<file path="src/rtl/alu_multibyte_seq.sv">
// Sequences one NBYTES-wide request through the 8-bit ALU byte by byte, chaining carry/borrow.
// Optional wide-result flags (rsp_zero, rsp_neg) are built when MB_SEQ_FLAGS_EN is defined.
module alu_multibyte_seq #(
    parameter int NBYTES = 4
) (
    input  logic                  clk,
    input  logic                  rst,
    input  logic                  req_valid,
    output logic                  req_ready,
    input  logic [2:0]            req_op,
    input  logic [8*NBYTES-1:0]   req_a,
    input  logic [8*NBYTES-1:0]   req_b,
    input  logic                  req_cin,
    output logic [4:0]            alu_opcode,
    output logic [7:0]            alu_a,
    output logic [7:0]            alu_b,
    output logic                  alu_enable,
    output logic                  alu_input_ready,
    output logic                  alu_carry_in,
    output logic                  alu_borrow_in,
    input  logic [7:0]            alu_result,
    input  logic                  alu_carry_out,
    input  logic                  alu_borrow_out,
    output logic                  rsp_valid,
    input  logic                  rsp_ready,
    output logic [8*NBYTES-1:0]   rsp_result,
    output logic                  rsp_carry
`ifdef MB_SEQ_FLAGS_EN
    ,
    output logic                  rsp_zero,
    output logic                  rsp_neg
`endif
);

    localparam int W  = 8 * NBYTES;
    localparam int IW = (NBYTES > 1) ? $clog2(NBYTES) : 1;
    localparam logic [IW-1:0] LAST_IDX = IW'(NBYTES - 1);

    localparam logic [2:0] OP_ADD = 3'd0;
    localparam logic [2:0] OP_SUB = 3'd1;
    localparam logic [2:0] OP_SHL = 3'd6;
    localparam logic [2:0] OP_SHR = 3'd7;

    typedef enum logic [1:0] {IDLE, ISSUE, CAPT, DONE} state_t;

    state_t          state;
    logic [2:0]      op_q;
    logic [W-1:0]    a_q;
    logic [W-1:0]    b_q;
    logic [IW-1:0]   idx;
    logic [W-1:0]    result_q;
    logic [W-1:0]    result_next;
    logic [IW-1:0]   first_idx;
    logic [IW-1:0]   next_idx;
    logic            last_byte;

    function automatic logic [4:0] alu_code(input logic [2:0] op);
        case (op)
            3'd0:    alu_code = 5'd1;
            3'd1:    alu_code = 5'd3;
            3'd2:    alu_code = 5'd8;
            3'd3:    alu_code = 5'd9;
            3'd4:    alu_code = 5'd10;
            3'd5:    alu_code = 5'd11;
            3'd6:    alu_code = 5'd18;
            default: alu_code = 5'd19;
        endcase
    endfunction

    function automatic logic [7:0] lane(input logic [W-1:0] w, input logic [IW-1:0] i);
        lane = w[{i, 3'b000} +: 8];
    endfunction

    function automatic logic uses_carry(input logic [2:0] op);
        uses_carry = (op == OP_ADD) || (op == OP_SHL) || (op == OP_SHR);
    endfunction

    function automatic logic uses_b(input logic [2:0] op);
        uses_b = (op <= 3'd4);
    endfunction

    assign alu_input_ready = alu_enable;
    assign rsp_result      = result_q;

    // SHR walks from the top byte down so the shifted-in bit enters at the MSB.
    always_comb begin
        first_idx   = (req_op == OP_SHR) ? LAST_IDX : '0;
        last_byte   = (op_q == OP_SHR) ? (idx == '0) : (idx == LAST_IDX);
        next_idx    = (op_q == OP_SHR) ? idx - 1'b1 : idx + 1'b1;
        result_next = result_q;
        result_next[{idx, 3'b000} +: 8] = alu_result;
    end

    always_ff @(posedge clk) begin
        if (rst) begin
            state         <= IDLE;
            req_ready     <= 1'b1;
            op_q          <= '0;
            a_q           <= '0;
            b_q           <= '0;
            idx           <= '0;
            result_q      <= '0;
            rsp_valid     <= 1'b0;
            rsp_carry     <= 1'b0;
            alu_opcode    <= '0;
            alu_a         <= '0;
            alu_b         <= '0;
            alu_enable    <= 1'b0;
            alu_carry_in  <= 1'b0;
            alu_borrow_in <= 1'b0;
`ifdef MB_SEQ_FLAGS_EN
            rsp_zero      <= 1'b0;
            rsp_neg       <= 1'b0;
`endif
        end else begin
            case (state)
                IDLE: begin
                    if (req_valid) begin
                        op_q          <= req_op;
                        a_q           <= req_a;
                        b_q           <= req_b;
                        idx           <= first_idx;
                        req_ready     <= 1'b0;
                        state         <= ISSUE;
                        alu_opcode    <= alu_code(req_op);
                        alu_a         <= lane(req_a, first_idx);
                        alu_b         <= uses_b(req_op) ? lane(req_b, first_idx) : 8'h00;
                        alu_enable    <= 1'b1;
                        alu_carry_in  <= req_cin & uses_carry(req_op);
                        alu_borrow_in <= req_cin & (req_op == OP_SUB);
                    end
                end
                ISSUE: begin
                    alu_opcode    <= '0;
                    alu_a         <= '0;
                    alu_b         <= '0;
                    alu_enable    <= 1'b0;
                    alu_carry_in  <= 1'b0;
                    alu_borrow_in <= 1'b0;
                    state         <= CAPT;
                end
                CAPT: begin
                    // The ALU registered this byte at the edge that ended ISSUE.
                    result_q <= result_next;
                    if (last_byte) begin
                        state     <= DONE;
                        rsp_valid <= 1'b1;
                        if (op_q == OP_SUB)
                            rsp_carry <= alu_borrow_out;
                        else
                            rsp_carry <= alu_carry_out & uses_carry(op_q);
`ifdef MB_SEQ_FLAGS_EN
                        rsp_zero  <= (result_next == '0);
                        rsp_neg   <= result_next[W-1];
`endif
                    end else begin
                        idx           <= next_idx;
                        state         <= ISSUE;
                        alu_opcode    <= alu_code(op_q);
                        alu_a         <= lane(a_q, next_idx);
                        alu_b         <= uses_b(op_q) ? lane(b_q, next_idx) : 8'h00;
                        alu_enable    <= 1'b1;
                        alu_carry_in  <= alu_carry_out & uses_carry(op_q);
                        alu_borrow_in <= alu_borrow_out & (op_q == OP_SUB);
                    end
                end
                DONE: begin
                    if (rsp_ready) begin
                        rsp_valid <= 1'b0;
                        req_ready <= 1'b1;
                        state     <= IDLE;
                    end
                end
                default: state <= IDLE;
            endcase
        end
    end

endmodule

</file>
<file path="config.mk">
export PLATFORM = sky130hd
export DESIGN_NAME = alu_multibyte_seq
export DESIGN_NICKNAME = d
export VERILOG_FILES = /design/src/rtl/alu_multibyte_seq.sv
export SDC_FILE = /design/constraint.sdc
export NUM_CORES = 1
export LEC_CHECK = 0
export CAP_MARGIN = 20
export CORE_MARGIN = 10
export CORE_UTILIZATION = 53
export CTS_CLUSTER_DIAMETER = 30
export DETAILED_ROUTE_END_ITERATION = 16
export PLACE_DENSITY = 0.85
export SYNTH_ARGS = -nofsm -noshare
export SYNTH_HDL_FRONTEND = slang
export SYNTH_SLANG_ARGS = --single-unit
</file>
<file path="constraint.sdc">
create_clock -name clk -period 5.9 [get_ports clk]
set_input_delay 0.885 -clock clk [delete_from_list [all_inputs] [get_ports clk]]
set_output_delay 0.885 -clock clk [all_outputs]
set_load 0.02 [all_outputs]
</file>
Word level (Yosys, flattened, before mapping)
Cells that the tools add are included.
{ "totals": {"regBits": 130, "input_bits": 82, "wordCells": 111} }
{ "classes": {"add_sub_neg": 3, "order_cmp": 2, "n_eq_ne": 22, "n_shift": 6, "n_mux": 40, "bitwise": 4, "reduce_logical": 19} }
{ "op_table": {"columns": ["cell", "count"], "rows": [
  ["32-bit by 6-bit variable part select with 8-bit output", 4],
  ["5-bit case mux with 7 select lines", 2],
  ["8-bit 2-to-1 mux", 6],
  ["8-bit case mux with 3 select lines", 2],
  ["32-bit bitwise mux", 1],
  ["8-bit by 7-bit variable shift with 32-bit output (first input constant)", 1],
  ["8-bit by 7-bit variable part select with 32-bit output", 1],
  ["3-bit == test (second input constant)", 8],
  ["5-bit case mux with 3 select lines", 1],
  ["2-bit 2-to-1 mux", 7],
  ["3-bit by 2-bit == test with 1-bit output (second input constant)", 4],
  ["1-bit 2-to-1 mux", 12],
  ["3-bit AND reduction", 4],
  ["5-bit 2-to-1 mux", 2],
  ["1-bit case mux with 3 select lines", 3],
  ["2-bit inequality test (second input constant)", 4],
  ["2-bit case mux with 4 select lines", 1],
  ["5-bit negator with 7-bit output", 1],
  ["2-bit == test (second input constant)", 3],
  ["3-bit by 1-bit == test with 1-bit output (second input constant)", 2],
  ["3-bit less-or-equal comparator (second input constant)", 2],
  ["3-bit zero test", 2],
  ["2-bit AND reduction", 3],
  ["2-bit nonzero test", 3],
  ["9 further kinds", 17]
]} }

Logic depth before layout (Yosys ltp)
{ "logic_depth": {"word_depth": 6, "mapped_depth": 9} }

Worst setup path after synthesis
No wires, ideal clock.
{ "synth_path": {"path_kind": "input to register", "start": "in req_op[2]", "end": "reg alu_a[2]", "setup_ns": 0.080, "t_arrival_ns": 2.017, "required_ns": 5.820, "slack_ns": 3.802, "cell_stages": 7, "n_path_buf": 2, "path_cell_list": "clkbuf_1 and3_1 clkbuf_1 nand2_1 a21oi_1 a221oi_2 a211oi_2"} }
{ "synth_between": {"elab_chain_cells": 5} }
{ "synth_rtl": {"columns": ["element", "line", "rtl"], "rows": [
  ["start: declaration", "10", "input logic [2:0] req_op,"],
  ["3-bit == test", "87", "first_idx = (req_op == OP_SHR) ? LAST_IDX : '0;"],
  ["2-bit 2-to-1 mux", "87", null],
  ["32-bit by 6-bit variable part select with 8-bit output", "71", "lane = w[{i, 3'b000} +: 8];"],
  ["8-bit 2-to-1 mux", "118", "if (req_valid) begin"],
  ["8-bit case mux with 3 select lines", "116", "case (state)"],
  ["end signal: assignment", "126", "alu_a <= lane(req_a, first_idx);"],
  ["end signal: assignment", "160", "alu_a <= lane(a_q, next_idx);"],
  ["end: declaration", "15", "output logic [7:0] alu_a,"]
]} }
No other way between the ends. The select of a mux whose other input is x is not followed.
A chain may end at the register's enable or synchronous reset.

Worst setup path in the final report
{ "layout_path": {"start": "reg state[0]", "end": "reg alu_b[5]"} }
{ "layout_between": {"elab_chain_cells": 3, "word_cells_on_any_way": 8} }
{ "layout_rtl": {"columns": ["element", "line", "rtl"], "rows": [
  ["start: declaration", "46", "state_t state;"],
  ["start signal: assignment", "96", "state <= IDLE;"],
  ["start signal: assignment", "124", "state <= ISSUE;"],
  ["start signal: assignment", "140", "state <= CAPT;"],
  ["2-bit == test (tied with other cells)", "116", null],
  ["2-bit inequality test (no line) / 3-bit nonzero test (equally long branches)", null, null],
  ["3-bit AND reduction (no line)", null, null],
  ["end signal: assignment", "127", "alu_b <= uses_b(req_op) ? lane(req_b, first_idx) : 8'h00;"],
  ["end signal: assignment", "161", "alu_b <= uses_b(op_q) ? lane(b_q, next_idx) : 8'h00;"],
  ["end: declaration", "16", "output logic [7:0] alu_b,"]
]} }
Parallel ways exist; a longest one is shown, timed or not.

==> results.json <==
{
  "ant_nets": 0,
  "syn_to_final_growth_pct": 33.6,
  "final_area_um2": 7610,
  "postPlaceCellArea_um2": 7080,
  "rsz0062_at_grt": "no",
  "crit_fanout": 16,
  "syn_inst": 668,
  "multiInputGateArea_um2": 2860,
  "cp_data_required_time_ps": 6320,
  "synth_async_sr_flop_share_pct": 0,
  "setup_viol": 0,
  "drc": 0,
  "synth_top_cell_by_area": "dfxtp_1",
  "hp-class": "flip-flop to flip-flop",
  "ys_ff_latch": 129,
  "r2r_start": "state[0]",
  "viasPerCell": 5.68,
  "synthFlopType": "dfxtp_1",
  "antenna_found_initial": 0,
  "die_area_um2": 15300,
  "p_per_area_nw_per_um2": 388,
  "syn_avg_cell_area_um2": 8.53,
  "dr.pass1.iters": 5,
  "core-area_um2": 10400,
  "nets": 874,
  "tns_ps": 0,
  "hold_violations": 0,
  "drv_cap": 0,
  "synth-edff-count": 0,
  "diodes": 0,
  "synth_common_cells": "nand2_1 (170), dfxtp_1 (129), a21oi_1 (85)",
  "seq_area_frac_synth_pct": 45.3,
  "final.fill_count": 767,
  "synth_nets": 759,
  "min_delay_path_depth": 2,
  "clock-sinks": 129,
  "final_util_pct": 73.1,
  "holdWs_ps": 452,
  "wirelength_mm": 16.6,
  "ir_drop_mv": 0.216,
  "hp-start": "a_q[4]",
  "cts_hold_buffers": 0,
  "overflow": 0,
  "synth_area_leaders": "dfxtp_1 (45%), nand2_1 (11%), a21oi_1 (7.5%)",
  "synth_top_cell_area_share_pct": 45.3,
  "fin_worst_skew_ps": 13.1,
  "grtUsageTotal_pct": 21.6,
  "synth.most_common_cell": "nand2_1",
  "reg2regPathDepth": 7,
  "leakagePower_nw": 2.86,
  "htree_levels": 4,
  "wl_per_cell_um": 17.9,
  "max_slew_margin_pct": 30.2,
  "place_ws_ps": 3130,
  "grt_pass1_wl_mm": 26.6,
  "yosysWarnings": 0,
  "setup_ws_ps": 3100,
  "fin_crit_sh_pct": 47.5,
  "cp-start-kind": "flip-flop",
  "cts_buffers": 17,
  "fin_crit_ps": 2800,
  "crit_start": "state[0]",
  "layout-drive-gt1-share_pct": 9.18,
  "dr_total_vias": 5288,
  "path_clk_slew_ps": 60,
  "end_kind": "flip-flop",
  "max_freq_mhz": 357,
  "rows": 37,
  "worstPathArrival_ps": 3220,
  "die_w_um": 124,
  "cts-resized-gates": 0,
  "yosys.cell_types.count": 50,
  "worst_pin_slew_ps": 1050,
  "io_buffers": 140,
  "gp_congestion": 0.882,
  "die_h_um": 124,
  "grt_max_degree": 98,
  "cts-root-buf": "clkbuf_8",
  "clk_path_buf_depth": 2,
  "io_pins": 142,
  "netlist_area_um2": 5700,
  "cts_tree": "yes",
  "clk_latency_ps": 520,
  "drt_iter0_markers": 418,
  "critPathKind": "flip-flop to flip-flop",
  "slew_viol_final": 0,
  "regArea_um2": 2580,
  "status": "complete, no violations",
  "hpwlAfterDp_mm": 11.5,
  "post-cts-setup-buffers": 0,
  "initial_core_util_pct": 54.7,
  "grt_pass1_vias": 5377
}
## flip-flops by register name, summed over array words and instances (netlist names), 3 cells and up
name	cells
a_q	32
b_q	32
rsp_result	32
alu_a	8
alu_b	8
alu_opcode	4
op_q	3
## critical path, stage by stage, from the launching register on
cell,delay [ps]
dfxtp_1,400
inv_1,90
ha_1,640
nand2_2,220
nor2_2,480
nand2_1,360
a2bb2oi_1,230
a311oi_2,280
## final timing paths
check,slack [ps],end
max,3100,alu_b[5]
min,450,a_q[4]
max reg2reg,3100,alu_b[5]
min reg2reg,450,a_q[4]
## cell families (layout without fill, tap and decap cells)
| group | after synthesis | after routing | synth area share, % |
|---|---|---|---|
| XOR/XNOR | 4 | 4 | 0.944 |
| adder cells (fa/ha/maj) | 9 | 9 | 1.98 |
| buffers and inverters | 57 | 184 | 4.50 |
| AO/OA/AOI/OAI | 168 | 168 | 20.6 |
| AND/OR/NAND/NOR | 263 | 263 | 19.5 |
| multiplexers | 37 | 37 | 7.09 |
| flip-flops | 129 | 129 | 45.3 |
| other | 1 | 1 | 0.0658 |
## stage by stage
step | cells | power (W)
after global placement | 900 | 0.00199
after global routing | 931 | 0.00309
after floorplan | 668 | 0.00172
final | 931 | 0.00296
after detailed placement | 900 | 0.00202
after CTS | 931 | 0.00295
## routing by layer
metal  vias to the layer above  GRT usage (%)  wire length, um
met5                         -              0                0
met4                         0           5.60              189
met3                        17           8.24             1560
met2                       198           36.9             8200
met1                      2537           24.7             6700
li1                       2536              -                -
## power by group
part           switching [W]  internal (W)  leakage (nW)
registers          0.0000912       0.00100          1.06
clock network       0.000404      0.000531         0.255
logic               0.000542      0.000383          1.55
total                0.00104       0.00192          2.86
## cells in the final DEF, fill, tap and decap left out, drive strengths merged, types with 3 or more instances in the layout
master / count
mux2: 24
buf: 6
a2bb2oi: 7
inv: 13
nand2: 171
nand3: 3
nor3: 6
nor2: 65
dfxtp: 129
or3: 3
nor2b: 3
mux2i: 13
xnor2: 4
a211oi: 15
clkinv: 5
o21ai: 4
a22oi: 33
nor4: 3
a221oi: 8
clkdlybuf4s50: 139
a21oi: 85
nor4b: 3
clkbuf: 18
a311oi: 8
clkinvlp: 3
nand2b: 3
ha: 9
## cell type report
type / instances / area share [%]
inverter: 8 / 0.394
multi-input combinational: 482 / 37.6
sequential: 129 / 33.9
tap: 136 / 2.24
clock inverter: 13 / 1.35
timing repair buffer: 145 / 18.9
clock buffer: 18 / 5.62
Power figures use the tool's default switching activity.
